### src/rtl/cpu_ctrl_pkg.sv
//============================================================================
// Module   : cpu_ctrl_pkg
// Brief    : Opcode, ALU-code and FSM-state constants shared by the
//            multi-cycle control unit and its ALU decoder.
// Revision : 1.0 - initial release
//============================================================================
`default_nettype none

package cpu_ctrl_pkg;

    localparam int c_OP_W   = 6;
    localparam int c_FUNC_W = 4;
    localparam int c_ALU_W  = 3;
    localparam int c_ST_W   = 3;

    // Primary opcodes
    localparam logic [c_OP_W-1:0] c_OP_R   = 6'b000000;
    localparam logic [c_OP_W-1:0] c_OP_J   = 6'b000010;
    localparam logic [c_OP_W-1:0] c_OP_BEQ = 6'b000100;
    localparam logic [c_OP_W-1:0] c_OP_ORI = 6'b001101;
    localparam logic [c_OP_W-1:0] c_OP_LW  = 6'b100011;
    localparam logic [c_OP_W-1:0] c_OP_SW  = 6'b101011;

    // R-type function field values
    localparam logic [c_FUNC_W-1:0] c_FUNC_ADD = 4'b0000;
    localparam logic [c_FUNC_W-1:0] c_FUNC_SUB = 4'b0010;
    localparam logic [c_FUNC_W-1:0] c_FUNC_AND = 4'b0100;
    localparam logic [c_FUNC_W-1:0] c_FUNC_OR  = 4'b0101;
    localparam logic [c_FUNC_W-1:0] c_FUNC_SLT = 4'b1010;

    // ALU operation codes
    localparam logic [c_ALU_W-1:0] c_ALU_ADD = 3'd0;
    localparam logic [c_ALU_W-1:0] c_ALU_SUB = 3'd1;
    localparam logic [c_ALU_W-1:0] c_ALU_AND = 3'd2;
    localparam logic [c_ALU_W-1:0] c_ALU_OR  = 3'd3;
    localparam logic [c_ALU_W-1:0] c_ALU_SLT = 3'd4;

    // FSM state encoding
    localparam logic [c_ST_W-1:0] c_ST_FETCH  = 3'd0;
    localparam logic [c_ST_W-1:0] c_ST_DECODE = 3'd1;
    localparam logic [c_ST_W-1:0] c_ST_EXEC   = 3'd2;
    localparam logic [c_ST_W-1:0] c_ST_MEM    = 3'd3;
    localparam logic [c_ST_W-1:0] c_ST_WB     = 3'd4;

    typedef enum logic [2:0] {
        CLS_R   = 3'd0,
        CLS_J   = 3'd1,
        CLS_BEQ = 3'd2,
        CLS_ORI = 3'd3,
        CLS_LW  = 3'd4,
        CLS_SW  = 3'd5,
        CLS_ILL = 3'd6
    } instr_class_e;

    // Opcode-only classification; R-type func legality is judged by alu_ctrl.
    function automatic instr_class_e op_class(input logic [c_OP_W-1:0] op);
        instr_class_e cls;
        case (op)
            c_OP_R:   cls = CLS_R;
            c_OP_J:   cls = CLS_J;
            c_OP_BEQ: cls = CLS_BEQ;
            c_OP_ORI: cls = CLS_ORI;
            c_OP_LW:  cls = CLS_LW;
            c_OP_SW:  cls = CLS_SW;
            default:  cls = CLS_ILL;
        endcase
        return cls;
    endfunction

endpackage

`default_nettype wire

### src/rtl/alu_ctrl.sv
//============================================================================
// Module   : alu_ctrl
// Brief    : Combinational (op, func) -> ALU code decoder with illegal flag.
// Revision : 1.0 - initial release
//============================================================================
`default_nettype none

module alu_ctrl
    import cpu_ctrl_pkg::*;
#(
    parameter int OP_W   = 6,
    parameter int FUNC_W = 4,
    parameter int ALU_W  = 3
) (
    input  logic [OP_W-1:0]   i_op,
    input  logic [FUNC_W-1:0] i_func,
    output logic [ALU_W-1:0]  o_alu_func,
    output logic              o_illegal
);

    always_comb begin
        o_alu_func = ALU_W'(c_ALU_ADD);
        o_illegal  = 1'b0;
        case (i_op)
            c_OP_R: begin
                case (i_func)
                    c_FUNC_ADD: o_alu_func = ALU_W'(c_ALU_ADD);
                    c_FUNC_SUB: o_alu_func = ALU_W'(c_ALU_SUB);
                    c_FUNC_AND: o_alu_func = ALU_W'(c_ALU_AND);
                    c_FUNC_OR:  o_alu_func = ALU_W'(c_ALU_OR);
                    c_FUNC_SLT: o_alu_func = ALU_W'(c_ALU_SLT);
                    default:    o_illegal  = 1'b1;
                endcase
            end
            c_OP_BEQ:        o_alu_func = ALU_W'(c_ALU_SUB);
            c_OP_ORI:        o_alu_func = ALU_W'(c_ALU_OR);
            c_OP_LW, c_OP_SW,
            c_OP_J:          o_alu_func = ALU_W'(c_ALU_ADD);
            default:         o_illegal  = 1'b1;
        endcase
    end

endmodule

`default_nettype wire

### src/rtl/multicycle_control.sv
//============================================================================
// Module   : multicycle_control
// Brief    : Multi-cycle CPU control FSM with instruction register, Moore
//            datapath strobes and a retired-instruction counter.
// Revision : 1.0 - initial release
//============================================================================
`default_nettype none

module multicycle_control
    import cpu_ctrl_pkg::*;
#(
    parameter int OP_W   = 6,
    parameter int FUNC_W = 4,
    parameter int ALU_W  = 3,
    parameter int CNT_W  = 16
) (
    input  logic              clk,
    input  logic              rst_n,
    input  logic              instr_valid,
    output logic              instr_ready,
    input  logic [OP_W-1:0]   op,
    input  logic [FUNC_W-1:0] func,
    input  logic              mem_ready,
    output logic [ALU_W-1:0]  alu_func,
    output logic              ram_load,
    output logic              ram_write,
    output logic              jump,
    output logic              branch,
    output logic              pc_write,
    output logic              reg_write,
    output logic              reg_dst,
    output logic              mem_to_reg,
    output logic              illegal,
    output logic [CNT_W-1:0]  retired
);

    logic [c_ST_W-1:0] r_state;
    logic [c_ST_W-1:0] w_next_state;
    logic [OP_W-1:0]   r_ir_op;
    logic [FUNC_W-1:0] r_ir_func;
    logic [CNT_W-1:0]  r_retired;
    logic [ALU_W-1:0]  w_alu_func;
    logic              w_illegal;
    logic              w_retire;
    instr_class_e      w_class;

    assign w_class = op_class(r_ir_op);

    alu_ctrl #(
        .OP_W   (OP_W),
        .FUNC_W (FUNC_W),
        .ALU_W  (ALU_W)
    ) u_alu_ctrl (
        .i_op       (r_ir_op),
        .i_func     (r_ir_func),
        .o_alu_func (w_alu_func),
        .o_illegal  (w_illegal)
    );

    always_ff @(posedge clk or negedge rst_n) begin
        if (!rst_n) begin
            r_state <= c_ST_FETCH;
        end else begin
            r_state <= w_next_state;
        end
    end

    always_comb begin
        w_next_state = r_state;
        case (r_state)
            c_ST_FETCH: begin
                if (instr_valid) begin
                    w_next_state = c_ST_DECODE;
                end
            end
            c_ST_DECODE: begin
                if (w_illegal || (w_class == CLS_J)) begin
                    w_next_state = c_ST_FETCH;
                end else begin
                    w_next_state = c_ST_EXEC;
                end
            end
            c_ST_EXEC: begin
                case (w_class)
                    CLS_BEQ:        w_next_state = c_ST_FETCH;
                    CLS_LW, CLS_SW: w_next_state = c_ST_MEM;
                    default:        w_next_state = c_ST_WB;
                endcase
            end
            c_ST_MEM: begin
                if (mem_ready) begin
                    w_next_state = (w_class == CLS_LW) ? c_ST_WB : c_ST_FETCH;
                end
            end
            c_ST_WB:  w_next_state = c_ST_FETCH;
            default:  w_next_state = c_ST_FETCH;
        endcase
    end

    always_comb begin
        instr_ready = 1'b0;
        alu_func    = '0;
        ram_load    = 1'b0;
        ram_write   = 1'b0;
        jump        = 1'b0;
        branch      = 1'b0;
        pc_write    = 1'b0;
        reg_write   = 1'b0;
        reg_dst     = 1'b0;
        mem_to_reg  = 1'b0;
        illegal     = 1'b0;
        case (r_state)
            c_ST_FETCH: instr_ready = 1'b1;
            c_ST_DECODE: begin
                illegal = w_illegal;
                if (!w_illegal && (w_class == CLS_J)) begin
                    jump     = 1'b1;
                    pc_write = 1'b1;
                end
            end
            c_ST_EXEC: begin
                alu_func = w_alu_func;
                if (w_class == CLS_BEQ) begin
                    branch   = 1'b1;
                    pc_write = 1'b1;
                end
            end
            c_ST_MEM: begin
                alu_func  = ALU_W'(c_ALU_ADD);
                ram_load  = (w_class == CLS_LW);
                ram_write = (w_class == CLS_SW);
            end
            c_ST_WB: begin
                reg_write  = 1'b1;
                reg_dst    = (w_class == CLS_R);
                mem_to_reg = (w_class == CLS_LW);
            end
            default: ;
        endcase
    end

    // The IR is only written on the accept edge; outside FETCH op/func are don't-care.
    always_ff @(posedge clk or negedge rst_n) begin
        if (!rst_n) begin
            r_ir_op   <= '0;
            r_ir_func <= '0;
        end else if ((r_state == c_ST_FETCH) && instr_valid) begin
            r_ir_op   <= op;
            r_ir_func <= func;
        end
    end

    // Every return to FETCH is a retire, except the illegal-instruction exit from DECODE.
    assign w_retire = (r_state != c_ST_FETCH) && (w_next_state == c_ST_FETCH) &&
                      !((r_state == c_ST_DECODE) && w_illegal);

    always_ff @(posedge clk or negedge rst_n) begin
        if (!rst_n) begin
            r_retired <= '0;
        end else if (w_retire) begin
            r_retired <= r_retired + 1'b1;
        end
    end

    assign retired = r_retired;

endmodule

`default_nettype wire

### config.mk
export PLATFORM = sky130hd
export DESIGN_NAME = multicycle_control
export DESIGN_NICKNAME = d
export VERILOG_FILES = /design/src/rtl/cpu_ctrl_pkg.sv /design/src/rtl/alu_ctrl.sv /design/src/rtl/multicycle_control.sv
export SDC_FILE = /design/constraint.sdc
export NUM_CORES = 1
export LEC_CHECK = 0
export ABC_AREA = 1
export BUFFER_PORTS_ARGS = -buffer_cell sky130_fd_sc_hd__buf_2
export CELL_PAD_IN_SITES_DETAIL_PLACEMENT = 1
export CELL_PAD_IN_SITES_GLOBAL_PLACEMENT = 1
export CORE_AREA = 10 10 60 111
export CTS_CLUSTER_SIZE = 14
export DETAILED_ROUTE_END_ITERATION = 6
export DIE_AREA = 0 0 70 121
export PLACE_DENSITY = 0.83
export SLEW_MARGIN = 25
export SYNTH_ARGS = -nofsm -noshare
export SYNTH_HDL_FRONTEND = slang
export SYNTH_SLANG_ARGS = --single-unit
### constraint.sdc
create_clock -name clk -period 1.9 [get_ports clk]
set_input_delay 0.285 -clock clk [delete_from_list [all_inputs] [get_ports clk]]
set_output_delay 0.285 -clock clk [all_outputs]
set_load 0.05 [all_outputs]
Word-level counts from Yosys, hierarchy flattened
Index checks and enable logic that the tools add are counted.
{"block": "word_totals", "reg_bits": 29, "latch_bits": 0, "mem_bits_rw": 0, "romBits": 0, "output_inout_bits": 29, "word_cells": 63, "n_memories": 0}
{"block": "classes", "add_sub_neg": 1, "n_mul": 0, "n_div": 0, "n_lt_le_gt_ge": 0, "n_eq_ne": 17, "shift": 0, "n_mux": 24, "bitwise": 0, "reduce_logical": 17}
{"operator": "one-hot mux 3 bit (4 select lines)", "count": 2}
{"operator": "one-hot mux 3 bit (6 select lines)", "count": 1}
{"operator": "adder 16 x 1 -> 16 bit, second input constant", "count": 1}
{"operator": "== test 6 bit, second input constant", "count": 2}
{"operator": "2-to-1 mux 1 bit", "count": 12}
{"operator": "2-to-1 mux 3 bit", "count": 4}
{"operator": "OR reduction 5 bit", "count": 2}
{"operator": "== test 3 x 2 -> 1 bit, second input constant", "count": 3}
{"operator": "== test 3 bit, second input constant", "count": 3}
{"operator": "zero test 3 bit", "count": 3}
{"operator": "one-hot mux 3 bit (3 select lines)", "count": 1}
{"operator": "== test 4 x 3 -> 1 bit, second input constant", "count": 2}
{"operator": "== test 3 x 1 -> 1 bit, second input constant", "count": 2}
{"operator": "== test 6 x 2 -> 1 bit, second input constant", "count": 1}
{"operator": "== test 6 x 3 -> 1 bit, second input constant", "count": 1}
{"operator": "== test 6 x 4 -> 1 bit, second input constant", "count": 1}
{"operator": "zero test 6 bit", "count": 1}
{"operator": "one-hot mux 3 bit (2 select lines)", "count": 1}
{"operator": "logical AND 1 bit", "count": 5}
{"operator": "== test 4 x 2 -> 1 bit, second input constant", "count": 1}
{"operator": "== test 4 bit, second input constant", "count": 1}
{"operator": "zero test 4 bit", "count": 1}
{"operator": "one-hot mux 1 bit (2 select lines)", "count": 2}
{"operator": "nonzero test 3 bit", "count": 1}
{"operator": "4 further kinds", "count": 5}

Longest topological paths before layout
Gate-level depths: netlist of the first run.
{"block": "depth", "depth_word": 10, "ltp_mapped": 13, "ltp_nobuf": 12}

Modules after synthesis
From an unflattened synthesis of the first run, not the netlist that was laid out.
{"block": "unflattened", "cells_unflattened": 282, "area_unflattened_um2": 2000.7}
{"module": "multicycle_control", "n_inst": 1, "cells_per_inst": 243, "area_each_um2": 1815.5, "seq_area_each_um2": 725.7}
{"module": "alu_ctrl", "n_inst": 1, "cells_per_inst": 39, "area_each_um2": 185.2, "seq_area_each_um2": 0.0}

Worst setup path after synthesis of the first run
OpenSTA, ideal clock, no wires.
{"block": "synth_path", "kind": "reg-to-output", "startpoint": "register r_ir_op[5]", "endpoint": "output jump", "t_arrival_ps": 2016, "path_slack_ps": -401, "path_stages_with_launch": 8, "n_path_buf": 0, "cell_sequence": "dfrtp_1 > nor2_4 > nand2_2 > nor2_2 > nor2_1 > nand2_2 > nand2_2 > nor3_1"}
{"block": "synth_via", "elab_chain_cells": 7, "word_cells_on_any_way": 14, "classes_between": "6 x eq/ne; 4 x mux; 4 x reduce/logical"}
{"element": "start: declaration", "line": "multicycle_control.sv:39", "source": "logic [OP_W-1:0] r_ir_op;"}
{"element": "start signal: assignment", "line": "multicycle_control.sv:148", "source": "r_ir_op <= op;"}
{"element": "== test 6 x 3 -> 1 bit (tied with other cells)", "line": "cpu_ctrl_pkg.sv:58, alu_ctrl.sv:24"}
{"element": "OR reduction 5 bit (no source line)"}
{"element": "one-hot mux 1 bit (2 select lines)", "line": "alu_ctrl.sv:24", "source": "case (i_op)"}
{"element": "zero test 1 bit", "line": "multicycle_control.sv:116", "source": "if (!w_illegal && (w_class == CLS_J)) begin"}
{"element": "logical AND 1 bit *", "line": "multicycle_control.sv:116"}
{"element": "2-to-1 mux 1 bit *", "line": "multicycle_control.sv:116"}
{"element": "2-to-1 mux 1 bit *", "line": "multicycle_control.sv:112", "source": "case (r_state)"}
{"element": "end: declaration", "line": "multicycle_control.sv:27", "source": "output logic jump,"}
Mark *: on every way between the ends. The rest lies on a longest branch, timed or not.

Final worst setup path of the first run
{"block": "layout_path", "startpoint": "register r_ir_op[5]", "endpoint": "output ram_load"}
{"block": "layout_via", "elab_chain_cells": 4, "word_cells_on_any_way": 9, "classes_between": "6 x eq/ne; 2 x mux; 1 x reduce/logical"}
{"element": "== test 6 bit (tied with other cells)", "line": "cpu_ctrl_pkg.sv:58", "source": "case (op)"}
{"element": "one-hot mux 3 bit (6 select lines) *", "line": "cpu_ctrl_pkg.sv:58"}
{"element": "== test 3 bit *", "line": "multicycle_control.sv:130", "source": "ram_load = (w_class == CLS_LW);"}
{"element": "2-to-1 mux 1 bit *", "line": "multicycle_control.sv:112"}
{"element": "end: declaration", "line": "multicycle_control.sv:25", "source": "output logic ram_load,"}
Marks and branches as above.

==> results of run 1 <==
-- stage by stage --
step	utilization	hold slack (ps)
2_1_floorplan	-	-10.59
3_3_place_gp	0.4573	360.9
3_5_place_dp	0.4573	354.5
4_1_cts	0.4949	59.77
5_1_grt	0.5676	79.17
6_report	0.5676	41.00
-- placed cells by master, fill, tap and decap left out, types with 2 or more instances in the layout --
cell,n
inv_1,28
buf_8,2
buf_12,2
nor2_2,2
clkbuf_8,5
nor3_1,7
nand4_1,6
nand3_4,3
nor2_4,6
xor2_1,9
xnor2_1,4
nand3_1,12
dfrtp_2,2
o21ai_1,10
nand2_2,16
o21ai_2,5
buf_2,32
dfrtp_1,27
nand2_1,41
clkinv_2,2
nor2_1,22
buf_4,22
buf_6,17
o22ai_2,2
inv_2,4
nand2_4,7
a21oi_1,8
mux2_2,2
-- registers in the layout, indices dropped and copies added, names as in the netlist --
name,count
retired,16
r_ir_op,6
r_ir_func,4
r_state,3
-- worst register-to-register path, stage by stage (launching register included) --
cell	delay (ps)
dfrtp_1	420
nor2_4	180
buf_6	120
nand3_1	90
nor2_2	170
nand2_2	110
nand4_1	170
buf_4	150
nand2_4	70
buf_4	170
o21ai_1	190
nand2_1	90
-- per-layer routing --
metal / global-route usage / wire, microns / up-vias
met4: 0.05955 / 293 / 0
met2: 0.2847 / 4689 / 73
met1: 0.1430 / 2618 / 1004
met5: 0 / 0 / -
li1: - / - / 933
met3: 0.02539 / 254 / 23
-- cells in the mapped netlist --
library cell and instances:
o22ai_1 3, nor2_1 26, buf_4 1, a31oi_1 1
buf_6 1, a21oi_1 9, o21ai_1 10, nand4_1 6
nor2_8 1, dfrtp_1 29, nor4_2 1, clkbuf_1 1
a22oi_1 1, o21ai_0 6, nor3_1 9, nand2_4 2
nand3_4 1, buf_12 1, nor2_2 3, nor4_1 1
nor2_4 1, nand3_1 12, xor2_2 1, inv_1 28
ha_1 1, nand2_2 15, xnor2_1 4, nand3_2 2
o2111ai_1 1, xor2_1 9, nand2_1 46, inv_2 4
mux2_2 2
-- power breakdown --
part / switching [uW] / internal, uW / leakage, uW
clock: 253 / 254 / 0.0000450
combinational: 919 / 533 / 0.00101
sequential: 161 / 741 / 0.000368
-- logic make-up (layout without fill, tap and decap cells) --
| kind of cell | after synthesis | in the layout |
|---|---|---|
| AOI/OAI and AO/OA | 31 | 31 |
| buffers and inverters | 36 | 116 |
| DFF | 29 | 29 |
| and+or+nand+nor | 126 | 128 |
| adders and majority gates | 1 | 1 |
| xor gates and xnor gates | 14 | 14 |
| muxes | 2 | 2 |
-- layout make-up --
type	count	share of cell area
repair buffers	76	0.2216
well taps	57	0.02583
inverters	32	0.04350
multi-input cells	176	0.4155
clock buffers	6	0.02628
clock inverters	2	0.003625
flip-flops and latches	29	0.2637
-- worst max path at each step --
stage | startpoint | endpoint | slack [ps] | cells past startpoint
2_1_floorplan | r_state[2] | alu_func[0] | -40 | 3
3_3_place_gp | r_ir_op[3] | retired[0] | 90 | 9
3_5_place_dp | r_ir_op[3] | retired[0] | 10 | 9
4_1_cts | r_ir_op[4] | reg_dst | -110 | 7
5_1_grt | r_ir_op[4] | ram_load | -280 | 9
6_report | r_ir_op[5] | ram_load | -200 | 9
-- timing repair --
item,in CTS,in global routing
buffers inserted,3,17
pin swaps,3,10
cloned,0,3
hold endpoints to repair,0,0
setup endpoints to repair,12,26
resized for setup,20,51
==> results.yml, run 1 <==
sta:
  finalHoldViolations: 0
  worst_pin_slew_ps: 688.6
  tns_ps: -2271
  fmax_mhz: 476.5
  min_period_ps: 2099
  clock_skew_ps: 6.713
  slew_headroom: 0.5409
  setup_viol: 26
  rsz0062_at_grt: "yes"
  drv_slew: 0
  period_share: 1.105
  setup_slack_ps: -198.6
cells_and_area:
  fillers: 592
  syn2layout_area_growth_pct: 48.82
  multi_input_area_sq_um: 1147
  design_area_sq_um: 2761
  finalNonFillerCells: 378
  seq_area_sq_um: 728.2
  drive_gt1_frac: 0.4424
  nets: 335
  antenna_cells: 0
worst_hold_path:
  holdCritPathClass: "in -> async"
cts:
  insertion_delay_ps: 280
  clkTransAtPathRegs_ps: 70
  root_buffer: "clkbuf_8"
  h-tree-depth: 2
  numCtsBuffers: 5
  clock_path_buffers: 2
  cts_hold_buf: 0
  cts_tree: "done"
  cts_num_sinks: 29
worst_setup_path:
  cp_cell_sequence: "nor2_4, buf_6, buf_6, nand3_4, nand2_4, nor2_1, nand2_1, nor2_1, buf_6"
  criticalPathCategory: "reg -> out"
  crit_path_max_incr_delay_ps: 410
  r2r_cells: 11
  critical_path_buf_inv_count: 3
  cp_max_fo: 3
  critPathTopFamily: "simple AND/OR/NAND/NOR gates"
  r2r-start: "r_ir_op[5]"
  worst_path_most_repeated_cell: "buf_6"
  crit_slowest_cell: "dfrtp_1"
  rrSetupSlack_ps: -150
  critPathArrivalTime_ps: 1810
  crit_required_ps: 1620
  end_kind: "output pin"
  rr_endpoint: "retired[0]"
  cp-start-kind: "flop"
floorplanning:
  io_pins: 43
  fp-row-count: 36
  die_x_microns: 70
  die_area_sq_um: 8470
  die_h_microns: 121
  floorplan.initialDensity: 0.3814
  core_area_sq_um: 4865
place:
  dpl_cell_area_sq_um: 2225
  globalplace.congestion: 0.8400
  dp_hpwl_microns: 4645
  pre_cts_slack_ps: 10.58
  dp.cells: 347
  portBuffers: 42
synthesis:
  synth-simple-area-share: 0.3425
  synthTopCellsByArea: "dfrtp_1 (39%), nand2_1 (9.3%), inv_1 (5.7%)"
  synth_fa_ha_area_frac: 0.006743
  yosys_warnings: 0
  syn-num-nets: 254
  synth-xor-area-share: 0.07013
  synth_compound_area_frac: 0.08968
  synthCells: 239
  post-synth-top-area-cell: "dfrtp_1"
  synth_top_area_share: 0.3911
  synth.cell_area_sq_um: 1856
  synthMuxAreaShare: 0.01214
  ys_ff_latch: 29
  avgSynthCellArea_sq_um: 7.764
  synth_seq_area_share: 0.3911
  synth_top_family_by_area: "simple AND/OR/NAND/NOR gates"
  yosys.cell_types.count: 33
grt:
  antenna_found_initial: 0
  grt_overflow: 0
  grt_max_degree: 30
  grt.total_usage: 0.1455
  grt_pass1_vias: 2125
  grt_pass1_wl_microns: 10270
routing:
  wl_per_cell_microns: 20.78
  final_antenna_net_count: 0
  avgViaCountPerCell: 5.378
  route.detailed.drc: 0
  vias: 2033
  drt_iter0_drc: 94
  drt-total-wl_microns: 7855
  first_pass_iters: 4
power_and_ir_drop:
  ir_drop_mv: 0.6888
  powerDensity_nw_per_um2: 1036
  p_total_uw: 2860
  p_leak_uw: 0.001421
run:
  cap_violations: 0
run_status:
  violations: "setup timing"
  outcome: "finished with violations"
No activity file was read; power rests on OpenSTA's default activity.
==> inputs of run 2 (changes only) <==
--- a/config.mk
+++ b/config.mk
@@ -8,12 +8,12 @@
 export ABC_AREA = 1
 export BUFFER_PORTS_ARGS = -buffer_cell sky130_fd_sc_hd__buf_2
 export CELL_PAD_IN_SITES_DETAIL_PLACEMENT = 1
-export CELL_PAD_IN_SITES_GLOBAL_PLACEMENT = 1
-export CORE_AREA = 10 10 60 111
+export CELL_PAD_IN_SITES_GLOBAL_PLACEMENT = 2
+export CORE_AREA = 10 10 67 125
 export CTS_CLUSTER_SIZE = 14
 export DETAILED_ROUTE_END_ITERATION = 6
-export DIE_AREA = 0 0 70 121
-export PLACE_DENSITY = 0.83
+export DIE_AREA = 0 0 77 135
+export PLACE_DENSITY = 0.81
 export SLEW_MARGIN = 25
 export SYNTH_ARGS = -nofsm -noshare
 export SYNTH_HDL_FRONTEND = slang
==> run 2 against run 1 <==
  * The flow still finishes with violations (setup timing)
  * Clock skew fell by 2.2 ps
  * Non-clock buffer count fell by 15
  * Utilization fell by 15 points
  * Worst hold slack improved by 7.5 ps
  * Sequential share of layout area rose by 1.2 points
  * Maximum frequency rose by 8.6%
  * Combinational power fell by 17%
  * Global-route usage fell by 2.8 points
  * Routed wire length fell by 23%
  * Power rose by 2.4%
  * Count of clock-buffer cells in the layout rose by 1
  * Critical endpoint is now jump
  * Largest power group unchanged
  * Highest routed layer unchanged
==> results.yml, run 2 (synthesis gave the netlist of run 1 again) <==
worst_setup_path:
  crit_start: "r_ir_op[4]"
  cp_cell_sequence: "nor2_4, nand2_2, nor2_4, nor2_2, nand2_2, nand2_4, nor3_4, buf_6"
  cp-start-kind: "flop"
  end_kind: "output pin"
  cp_max_fo: 4
  criticalPathCategory: "reg -> out"
  crit_path_max_incr_delay_ps: 410
  crit_required_ps: 1620
  critPathArrivalTime_ps: 1650
  r2r-start: "r_ir_op[4]"
  crit_slowest_cell: "dfrtp_1"
routing:
  drt-total-wl_microns: 6060
  avgViaCountPerCell: 4.654
  first_pass_iters: 3
  final_antenna_net_count: 0
  vias: 1815
  route.detailed.drc: 0
  drt_iter0_drc: 35
  wl_per_cell_microns: 15.54
cells_and_area:
  multi_input_area_sq_um: 1064
  seq_area_sq_um: 728.2
  nets: 318
  design_area_sq_um: 2639
  drive_gt1_frac: 0.3914
  largest_register_ffs: 16
  antenna_cells: 0
  finalNonFillerCells: 390
  layout_common_cells: "nand2_1 (41), buf_2 (32), inv_1 (28)"
  mostFrequentLayoutCell: "nand2_1"
  syn2layout_area_growth_pct: 42.21
  fillers: 776
sta:
  hold_ws_ps: 48.52
  slew_headroom: 0.5514
  period_share: 1.017
  finalHoldViolations: 0
  setup_slack_ps: -32.37
  drv_slew: 0
  setup_viol: 3
  fmax_mhz: 517.5
  rsz0062_at_grt: "yes"
  clock_skew_ps: 4.544
  worst_pin_slew_ps: 672.9
  tns_ps: -48.84
  min_period_ps: 1932
grt:
  grt_max_degree: 30
  grt_pass1_wl_microns: 9908
  grt_pass1_vias: 2079
  antenna_found_initial: 0
  grt_overflow: 0
  grt.total_usage: 0.1179
floorplanning:
  die_h_microns: 135
  fp-row-count: 41
  die_x_microns: 77
  die_area_sq_um: 10400
  core_area_sq_um: 6310
  io_pins: 43
  floorplan.initialDensity: 0.2941
power_and_ir_drop:
  combPwrFrac: 0.414
  internal_power_uw: 1740
  p_leak_uw: 0.001360
  powerDensity_nw_per_um2: 1110
  power.share.switching: 0.4059
  clkPwrFrac: 0.279
  ir_drop_mv: 0.5616
  p_sw_uw: 1189
  seq_power_share: 0.307
place:
  dpl_cell_area_sq_um: 2266
  dp_hpwl_microns: 4658
  dp.cells: 375
  portBuffers: 42
  globalplace.congestion: 0.8157
cts:
  h-tree-depth: 2
  clkTransAtPathRegs_ps: 50
  insertion_delay_ps: 270
  cts_num_sinks: 29
  cts_hold_buf: 0
  root_buffer: "clkbuf_16"
  clock_path_buffers: 2
  numCtsBuffers: 5
  cts_tree: "done"
run_status:
  outcome: "finished with violations"
  violations: "setup timing"
worst_hold_path:
  holdCritPathClass: "in -> async"
run:
  cap_violations: 0
run 2: changes by cell type in the layout (fill, tap and decap cells not counted), moves of 2 or more:
cell	before	now
clkbuf_16	1	5
nand3_4	3	1
buf_4	22	16
o21ai_1	10	16
buf_6	17	9
o21ai_2	5	0
clkbuf_8	5	2
buf_8	2	0
buf_12	2	4
nand2_4	7	5
run 2: worst paths after layout:
check / slack, ps / cells past startpoint / endpoint
min in group clk: 250 / 2 / r_ir_op[3]
setup reg to reg: 70 / 12 / retired[5]
setup / recovery: -30 / 8 / jump
hold reg to reg: 550 / 2 / retired[1]
hold / removal: 50 / 1 / r_ir_op[2]
max in group asynchronous: 1380 / 1 / r_ir_op[3]
run 2: power groups by stage:
stage	Clock (uW)	Combinational [uW]	Sequential, uW
2_1_floorplan	0	609	999
3_3_place_gp	0	988	885
3_5_place_dp	0	1010	893
4_1_cts	834	1040	892
5_1_grt	879	1330	920
6_report	818	1210	898
run 2: timing repair:
action                     in CTS  in global routing
gates resized for setup        14                 36
pin swaps                       3                  3
setup buffers                   1                  6
setup endpoints to repair       8                 26
run 2: layer usage:
metal | track usage | routed length [microns]
met1 | 0.1107 | 2239
met2 | 0.2286 | 3466
met3 | 0.02926 | 224
met4 | 0.05612 | 129
met5 | 0 | 0
run 2: worst max-delay path, delay by kind of cell, from the launching register on:
kind                   cells  cell delay, ps
flip-flops                 1             410
buffers and inverters      1             180
AND/OR/NAND/NOR            7             770
run 2: per-stage QoR:
stage	total power (uW)	setup WS, ps	util
after floorplan	1608	-35.19	-
after global placement	1873	127.9	0.3591
after detailed placement	1905	59.49	0.3591
after CTS	2771	-38.51	0.3922
after global routing	3126	-117.6	0.4182
final	2928	-32.37	0.4182
run 2: layout make-up:
class / instances / area share
sequential: 29 / 0.2760
clock inverter: 1 / 0.001897
tap: 86 / 0.04078
clock buffer: 7 / 0.05785
inverter: 32 / 0.04552
timing repair buffer: 61 / 0.1750
multi-input combinational: 174 / 0.4030
==> inputs of run 3 (changes only) <==
--- a/config.mk
+++ b/config.mk
@@ -6,7 +6,7 @@
 export NUM_CORES = 1
 export LEC_CHECK = 0
 export ABC_AREA = 1
-export BUFFER_PORTS_ARGS = -buffer_cell sky130_fd_sc_hd__buf_2
+export BUFFER_PORTS_ARGS = -buffer_cell sky130_fd_sc_hd__buf_4
 export CELL_PAD_IN_SITES_DETAIL_PLACEMENT = 1
 export CELL_PAD_IN_SITES_GLOBAL_PLACEMENT = 2
 export CORE_AREA = 10 10 67 125
==> run 3 against run 2 <==
  * The run still ends with setup timing left
  * Count of clock-buffer cells in the layout fell by 1
  * Routed wire length rose by 1.5%
  * Power is 4.1% higher
  * Register-to-register slack barely moved
  * Utilization increased by 1.7 points
  * Maximum frequency decreased by 1.5%
  * Critical path type unchanged
  * Setup slack worse by 29 ps
  * Critical endpoint is now alu_func[0]
  * Cell count rose by 1.3%
  * First-iteration DRC count increased by 37%
  * Worst hold slack gained 200 ps
  * Die area did not move
  * Largest power group unchanged
  * Sequential power about the same
==> results.yml, run 3 (synthesis gave the netlist of run 1 again) <==
power_and_ir_drop:
  powerDensity_nw_per_um2: 1111
  p_total_uw: 3049
  ir_drop_mv: 0.4513
  p_leak_uw: 0.001379
cells_and_area:
  finalNonFillerCells: 395
  syn2layout_area_growth_pct: 47.94
  antenna_cells: 0
  mostFrequentLayoutCell: "buf_4"
  layout_common_cells: "buf_4 (52), nand2_1 (46), dfrtp_1 (28)"
  drive_gt1_frac: 0.3786
  design_area_sq_um: 2745
  nets: 323
  largest_register_ffs: 16
place:
  dp_hpwl_microns: 4772
  dp.cells: 377
  dpl_cell_area_sq_um: 2386
  pre_cts_slack_ps: 54.25
  portBuffers: 42
  globalplace.congestion: 0.8181
routing:
  first_pass_iters: 4
  drt_iter0_drc: 48
  drt-total-wl_microns: 6152
  final_antenna_net_count: 0
  avgViaCountPerCell: 4.770
  wl_per_cell_microns: 15.57
  route.detailed.drc: 0
  vias: 1884
grt:
  antenna_found_initial: 0
  grt.total_usage: 0.1193
  grt_pass1_wl_microns: 10050
  grt_overflow: 0
  grt_pass1_vias: 2038
  grt_max_degree: 30
sta:
  slew_headroom: 0.6482
  hold_ws_ps: 248.5
  drv_slew: 0
  period_share: 1.032
  finalHoldViolations: 0
  fmax_mhz: 509.9
  setup_slack_ps: -61.12
  setup_viol: 5
  min_period_ps: 1961
  worst_pin_slew_ps: 526.5
  rsz0062_at_grt: "yes"
  clock_skew_ps: 5.596
worst_setup_path:
  crit_required_ps: 1620
  end_kind: "output pin"
  cp-start-kind: "flop"
  critPathArrivalTime_ps: 1680
  cp_max_fo: 4
  criticalPathCategory: "reg -> out"
cts:
  clkTransAtPathRegs_ps: 50
  insertion_delay_ps: 270
  cts_num_sinks: 29
  root_buffer: "clkbuf_16"
  clock_path_buffers: 2
  numCtsBuffers: 5
  h-tree-depth: 2
  cts_tree: "done"
floorplanning:
  die_h_microns: 135
  fp-row-count: 41
  core_area_sq_um: 6310
  floorplan.initialDensity: 0.2941
  die_area_sq_um: 10400
  io_pins: 43
  die_x_microns: 77
worst_hold_path:
  holdCritPathClass: "in -> reg"
run:
  cap_violations: 0
run_status:
  violations: "setup timing"
  outcome: "finished with violations"
## run 3: changes by cell type in the layout (fill, tap and decap cells not counted), moves of 2 or more
cell	previous run	this run
buf_2	32	0
buf_4	16	52
inv_1	28	26
inv_2	4	6
nand2_1	41	46
nand2_2	17	12
o21ai_0	0	3
o21ai_1	16	13
## run 3: routing by layer
metal / up-vias / track usage / wire, microns / part of all wire
li1: 907 / - / - / -
met1: 926 / 0.1211 / 2310 / 0.38
met4: 0 / 0.05204 / 105 / 0.017
met2: 43 / 0.2276 / 3518 / 0.57
met5: - / 0 / 0 / 0
met3: 8 / 0.02261 / 218 / 0.035
## run 3: power by group
part | internal [uW] | switching (uW) | total [uW] | leakage (uW)
Combinational | 465 | 753 | 1220 | 0.000927
Sequential | 741 | 155 | 896 | 0.000369
Clock | 653 | 282 | 935 | 0.0000831
## run 3: timing repair
item | in CTS | in global routing
setup endpoints to repair | 6 | 25
gates resized for setup | 15 | 13
hold endpoints to repair | 29 | 0
pin swaps | 5 | 5
hold buffers | 1 | 0
buffers inserted | 3 | 6
## run 3: metrics by stage
stage | setup TNS (ps) | utilization
3_3_place_gp | 0 | 0.3781
6_report | -222.4 | 0.4351
2_1_floorplan | -70.84 | -
5_1_grt | -1865 | 0.4351
3_5_place_dp | 0 | 0.3781
4_1_cts | -220.5 | 0.4206
## run 3: path summary, 6_finish.rpt
check / startpoint / end / slack, ps / depth (start not counted)
max: r_ir_op[5] / alu_func[0] / -60 / 6
min: op[3] / r_ir_op[3] / 250 / 2
min reg2reg: retired[1] / retired[1] / 550 / 2
min in group asynchronous: rst_n / retired[15] / 470 / 2
max in group asynchronous: rst_n / r_ir_op[0] / 1130 / 2
max reg2reg: r_ir_op[5] / retired[5] / 60 / 12
## run 3: area by class of cell
class | count | area (sq um)
Clock buffer | 6 | 138.9
Clock inverter | 2 | 37.54
Tap cell | 86 | 107.6
Inverter | 32 | 120.1
Multi-Input combinational cell | 174 | 1041
Sequential cell | 29 | 726.9
Timing Repair Buffer | 66 | 573.1
Fill cell | 777 | 3565
## run 3: worst max-delay path, stage by stage, from the launching register on
cell and delay, ps:
dfrtp_1 410, nor2_4 160, nand3_1 150, nor2_2 160, nand2_1 140, o22ai_1 160, buf_4 220
